### src/rtl/core_step_ctrl.sv
// Run/slow/single-step clock-enable controller for a pipelined core, driven by two
// raw push buttons (mode cycling and single step).
module core_step_ctrl #(
    parameter int unsigned DEBOUNCE_CYCLES = 120000,
    parameter int unsigned SLOW_DIV        = 12000000
) (
    input  logic        clk,
    input  logic        reset,
    input  logic        btn_mode,
    input  logic        btn_step,
    output logic        core_en,
    output logic [1:0]  mode,
    output logic [15:0] step_count
);
    localparam int unsigned DbW  = $clog2(DEBOUNCE_CYCLES);
    localparam int unsigned DivW = $clog2(SLOW_DIV);

    typedef enum logic [1:0] {
        StHalt = 2'b00,
        StSlow = 2'b01,
        StRun  = 2'b10
    } mode_e;

    // Bit 0 carries the mode button, bit 1 the step button.
    logic [1:0]           r_sync1;
    logic [1:0]           r_sync2;
    logic [1:0]           r_lvl;
    logic [1:0]           r_lvl_d;
    logic [1:0]           r_evt;
    logic [1:0][DbW-1:0]  r_db_cnt;

    mode_e                r_state;
    logic [DivW-1:0]      r_div;
    logic                 r_core_en;
    logic [15:0]          r_step_count;

    always_ff @(posedge clk) begin
        if (reset) begin
            r_sync1  <= '0;
            r_sync2  <= '0;
            r_lvl    <= '0;
            r_lvl_d  <= '0;
            r_evt    <= '0;
            r_db_cnt <= '0;
        end else begin
            r_sync1 <= {btn_step, btn_mode};
            r_sync2 <= r_sync1;
            r_lvl_d <= r_lvl;
            r_evt   <= r_lvl & ~r_lvl_d;
            for (int i = 0; i < 2; i++) begin
                if (r_sync2[i] == r_lvl[i]) begin
                    r_db_cnt[i] <= '0;
                end else if (r_db_cnt[i] == DbW'(DEBOUNCE_CYCLES - 1)) begin
                    r_lvl[i]    <= r_sync2[i];
                    r_db_cnt[i] <= '0;
                end else begin
                    r_db_cnt[i] <= r_db_cnt[i] + DbW'(1);
                end
            end
        end
    end

    // A mode event always wins; a coincident step event is simply dropped.
    always_ff @(posedge clk) begin
        if (reset) begin
            r_state      <= StHalt;
            r_core_en    <= 1'b0;
            r_div        <= '0;
            r_step_count <= '0;
        end else begin
            r_step_count <= r_step_count + {15'd0, r_core_en};
            if (r_evt[0]) begin
                r_div <= '0;
                case (r_state)
                    StHalt: begin
                        r_state   <= StSlow;
                        r_core_en <= 1'b0;
                    end
                    StSlow: begin
                        r_state   <= StRun;
                        r_core_en <= 1'b1;
                    end
                    default: begin
                        r_state   <= StHalt;
                        r_core_en <= 1'b0;
                    end
                endcase
            end else begin
                case (r_state)
                    StHalt: begin
                        r_core_en <= r_evt[1];
                        r_div     <= '0;
                    end
                    StSlow: begin
                        if (r_div == DivW'(SLOW_DIV - 1)) begin
                            r_div     <= '0;
                            r_core_en <= 1'b1;
                        end else begin
                            r_div     <= r_div + DivW'(1);
                            r_core_en <= 1'b0;
                        end
                    end
                    default: begin
                        r_core_en <= 1'b1;
                    end
                endcase
            end
        end
    end

    assign core_en    = r_core_en;
    assign mode       = r_state;
    assign step_count = r_step_count;

endmodule
### config.mk
export PLATFORM = sky130hd
export DESIGN_NAME = core_step_ctrl
export DESIGN_NICKNAME = d
export VERILOG_FILES = /design/src/rtl/core_step_ctrl.sv
export SDC_FILE = /design/constraint.sdc
export NUM_CORES = 1
export LEC_CHECK = 0
export CAP_MARGIN = 25
export CORE_MARGIN = 4
export CORE_UTILIZATION = 35
export DETAILED_ROUTE_END_ITERATION = 16
export SKIP_LAST_GASP = 1
export SLEW_MARGIN = 20
export SYNTH_ARGS = -nofsm -noshare
export SYNTH_HDL_FRONTEND = slang
export SYNTH_SLANG_ARGS = --single-unit
### constraint.sdc
create_clock -name clk -period 2.1 [get_ports clk]
set_input_delay 0.525 -clock clk [delete_from_list [all_inputs] [get_ports clk]]
set_output_delay 0.525 -clock clk [all_outputs]
set_load 0.03 [all_outputs]
# Word level (Yosys, flattened, before mapping)

Index checks and enable logic that the tools add are counted.

Bitwise operators: 4
Multiplexer cells: 7
Reduce and logical (&&, ||, !) cells: 7
Equality and inequality tests: 6
Add/subtract/negate cells: 4

Operator list:

| cell                    | number |
|---|---|
| $pmux W24 S2            | 1 |
| $add A17 B1 Y17 const B | 2 |
| $eq A17 B17 Y1 const B  | 2 |
| $add A24 B1 Y24 const B | 1 |
| $eq A24 B24 Y1 const B  | 1 |
| $mux W24                | 1 |
| $add A16 B1 Y16         | 1 |
| $reduce_or A3 Y1        | 2 |
| $pmux W2 S2             | 1 |
| $reduce_and A2 Y1       | 2 |
| $mux W1                 | 3 |
| $and A2 B2 Y2           | 1 |
| $eq A1 B1 Y1            | 2 |
| $eq A2 B1 Y1 const B    | 1 |
| $logic_not A2 Y1        | 1 |
| $not A1 Y1              | 2 |
| $not A2 Y2              | 1 |
| $pmux W1 S2             | 1 |
| $reduce_bool A2 Y1      | 1 |
| $reduce_or A2 Y1        | 1 |

Register bits after elaboration: 87
Output and inout port bits: 19
Word-level logic and storage cells: 40

# Depth between registers and ports, before layout

Depth in word-level cells: 4
Mapped depth: 9
Mapped depth without buffers: 7

# Worst setup path before layout

No wires, ideal clock.

Kind: reg-to-reg
Start point: register r_db_cnt[0] (netlist name)
End point: register r_db_cnt[10] (netlist name)
Stages on the path, launching flop included: 9
Buffers on the path: 2
Clock period less this slack: 1,788 ps
Required time: 1,985 ps
Path slack: 312 ps
Data arrival time: 1,674 ps
Cell sequence: dfxtp_1 -> ha_1 -> and3_1 -> nand3_1 -> nor4_1 -> or2_1 -> clkbuf_2 -> buf_6 -> nor2_1

Longest elaborated chain between the ends: 2

Ends and longest elaborated chain:

| what                                                    | RTL line | text |
|---|---|---|
| from (decl)                                             | 30       | `logic [1:0][DbW-1:0] r_db_cnt;` |
| from (signal, indexed assignment)                       | 57       | `r_db_cnt[i] <= r_db_cnt[i] + DbW'(1);` |
| branches (longest 2 deep; another with $add A17 B1 Y17) | -        |  |

Parallel ways; which one is timed is not known.
A chain may end at the register's enable or synchronous reset.

# Final worst setup path

Start point: register r_step_count[3] (netlist: step_count[3])
End point: output step_count[3]

RTL lines:

| what                   | RTL line | text |
|---|---|---|
| from (decl)            | 35       | `logic [15:0] r_step_count;` |
| from (signal assigned) | 71       | `r_step_count <= r_step_count + {15'd0, r_core_en};` |
| to (decl)              | 13       | `output logic [15:0] step_count` |

No word-level cell between the ends.

==> flow_summary.ini <==
[clocking]
path_clk_slew_ns = 0.08
htree_levels = 3
clock-root-buffer = clkbuf_8
ctsHoldBuffers = 0
cts_buffer_depth = 2
cts_tree = done
insertion_delay_ns = 0.35
clock-sinks = 87
cts_buffers = 9

[layout]
final_layout_size_suffix_gt1_share_pct = 10.37
fillers = 1067
design_area_mm2 = 0.004627
insertedDiodeCount = 0
area_delta_synth_final_pct = 19.37
nets = 486
final_common_cell = dfxtp_1
most-common-layout-cells = dfxtp_1 (87), nor2_1 (61), nand2_1 (38)

[grt]
grt_pass1_wl_um = 12870
grt_overflow = 0
grt_max_degree = 36
grt_antenna_before_repair = 0
grt_pass1_vias = 2850
track_usage_pct = 11.94

[timing]
fin_crit_ns = 2.025
worst_pin_slew_ns = 0.4377
rsz0062_at_grt = false
finalCritPeriodShare_pct = 96.42
finalClockSkew_ns = 0.004361
slew_headroom_pct = 70.60
whs_ns = 0.3928
hold_violations = 0
worst_slack_ns = 0.07525
setup_viol = 0
slew_viol_final = 0
clock.fmax_mhz = 493.9

[run_status]
status = finished clean

[run]
maxCapViolations = 0

[floorplan]
coreArea_mm2 = 0.01084
die-area_mm2 = 0.01282
dieWidth_um = 113.2
top_level_ports = 23
fp-row-count = 38
start_util_pct = 35.76
die_h_um = 113.2

[route]
finalWirelength_um = 7464
drt_iter0_drc = 162
routed_via_density = 4.989
final_antenna_net_count = 0
first_pass_iters = 4
num_vias = 3103
drcViolationCount = 0
wire_per_inst_um = 12.00

[yosys]
ys_types = 52
syn_area_mm2 = 0.003876
synth.avg_cell_area_um2 = 8.850
synth_edf_count = 0
synth_seq_cells = 87
synth_ff_type = dfxtp_1
yosysTopAreaCell = dfxtp_1
async_flop_share_pct = 0
synthTopCellsByArea = dfxtp_1 (45%), xor2_1 (6.3%), nor2_1 (5.9%)
syn-num-nets = 447
ys_seq_area_share_pct = 44.93
synthCells = 438
netlist.area_leader.share_pct = 44.93
yosysWarnings = 0

[power_and_ir_drop]
p_sw_share_pct = 18.69
power_leakage_uw = 0.001631
p_clk_share_pct = 44.8
max-vdd-ir-drop_uv = 492.2
seqPwrFrac_pct = 53.9
power_density_mw_per_mm2 = 663.4
power_switching_uw = 573.6
p_int_uw = 2496
pwr-share-comb_pct = 1.3

[placement]
place_area_mm2 = 0.004385
dp_slack_ns = -0.06569
io_buffers = 22
gp_congestion = 0.8098
dp_hpwl_um = 5318

[worst_setup_path]
cp_num_buf_inv = 1
cp.required_ns = 1.57
crit_slowest_cell = clkdlybuf4s50_1
cp_top_family = buffers and inverters
critPathMaxFanout = 6
worstSetupStartpointType = flop
path_cells = clkdlybuf4s50_1
critical_path.max_stage_delay_ns = 0.71
cp.arrival_ns = 1.50
crit_path_end_kind = output port
critical_path_class = flop to output port

[min_path]
hold_class = flop to flop
routing by layer:
metal	global-route usage, %	part of all wire (%)	vias up
li1	-	-	1601
met1	15.72	49	1447
met2	19.19	47	49
met3	3.957	4.2	6
met4	2.484	0.64	0
met5	0	0	-
cells by family (layout without fill, tap and decap cells):
kind of cell	after synthesis	in the layout	share of synthesized area [%]
and+or+nand+nor	225	225	30.76
AOI/OAI and AO/OA	49	49	8.264
DFF	87	87	44.93
muxes	4	4	1.065
adders and majority gates	5	5	1.614
buffers and inverters	22	66	2.970
xor gates and xnor gates	46	46	10.39
registers in the layout (all words and copies together) (netlist names):
| signal | flops |
|---|---|
| r_db_cnt | 34 |
| r_div | 24 |
| step_count | 16 |
| mode | 2 |
| r_evt | 2 |
| r_lvl | 2 |
| r_lvl_d | 2 |
| r_sync1 | 2 |
| r_sync2 | 2 |
| core_en | 1 |
Yosys cell counts, drive strengths merged, types with 2 or more instances:
cell type and number:
mux2i 3, nand2b 8, xor2 28, and3 17, nor2b 10, nand3 32, and3b 2, o211ai 2
nor4 7, nand3b 3, nand4b 2, xnor2 18, and2 5, and4 4, ha 5, nor2 61
o31ai 3, clkbuf 8, inv 5, nand2 39, buf 9, or3 3, dfxtp 87, or2 5
a41oi 3, o21ai 6, nand4 17, a31oi 10, nor3 8, a21oi 18
worst paths after layout:
| path | slack (ns) | from | cells past startpoint | endpoint |
|---|---|---|---|---|
| setup / recovery | 0.08 | step_count[3] | 1 | step_count[3] |
| hold / removal | 0.39 | r_lvl_d[1] | 1 | r_evt[1] |
| setup reg to reg | 0.18 | r_div[1] | 8 | r_div[20] |
| hold reg to reg | 0.39 | r_lvl_d[1] | 1 | r_evt[1] |
what timing repair did:
item / 4_1_cts / 5_1_grt
buffers inserted: 0 / 0
gates resized for setup: 0 / 2
setup endpoints to repair: 0 / 18
power groups by stage:
stage               clock, uW  sequential (uW)  combinational [uW]
floorplan                   0             1690                21.2
global placement            0             1690                39.7
detailed placement          0             1690                39.9
CTS                      1420             1650                39.9
global route             1510             1660                44.2
finish                   1380             1650                38.9
per-stage QoR:
stage / total power [uW] / setup TNS, ns / cells / util [%]
after global placement: 1733 / -0.1670 / 606 / 40.45
after floorplan: 1715 / 0 / 438 / -
after CTS: 3115 / 0 / 622 / 42.66
final: 3070 / 0 / 622 / 42.68
after detailed placement: 1734 / -0.2493 / 606 / 40.45
after global routing: 3206 / 0 / 622 / 42.68
final cells by class:
type	instances	area [um2]	share of cell area (%)
multi-input cells	329	2022	43.70
flip-flops and latches	87	1742	37.64
repair buffers	45	430.4	9.302
well taps	140	175.2	3.786
clock buffers	13	148.9	3.218
clock inverters	3	90.09	1.947
inverters	5	18.77	0.4056
Power figures use the tool's default switching activity.
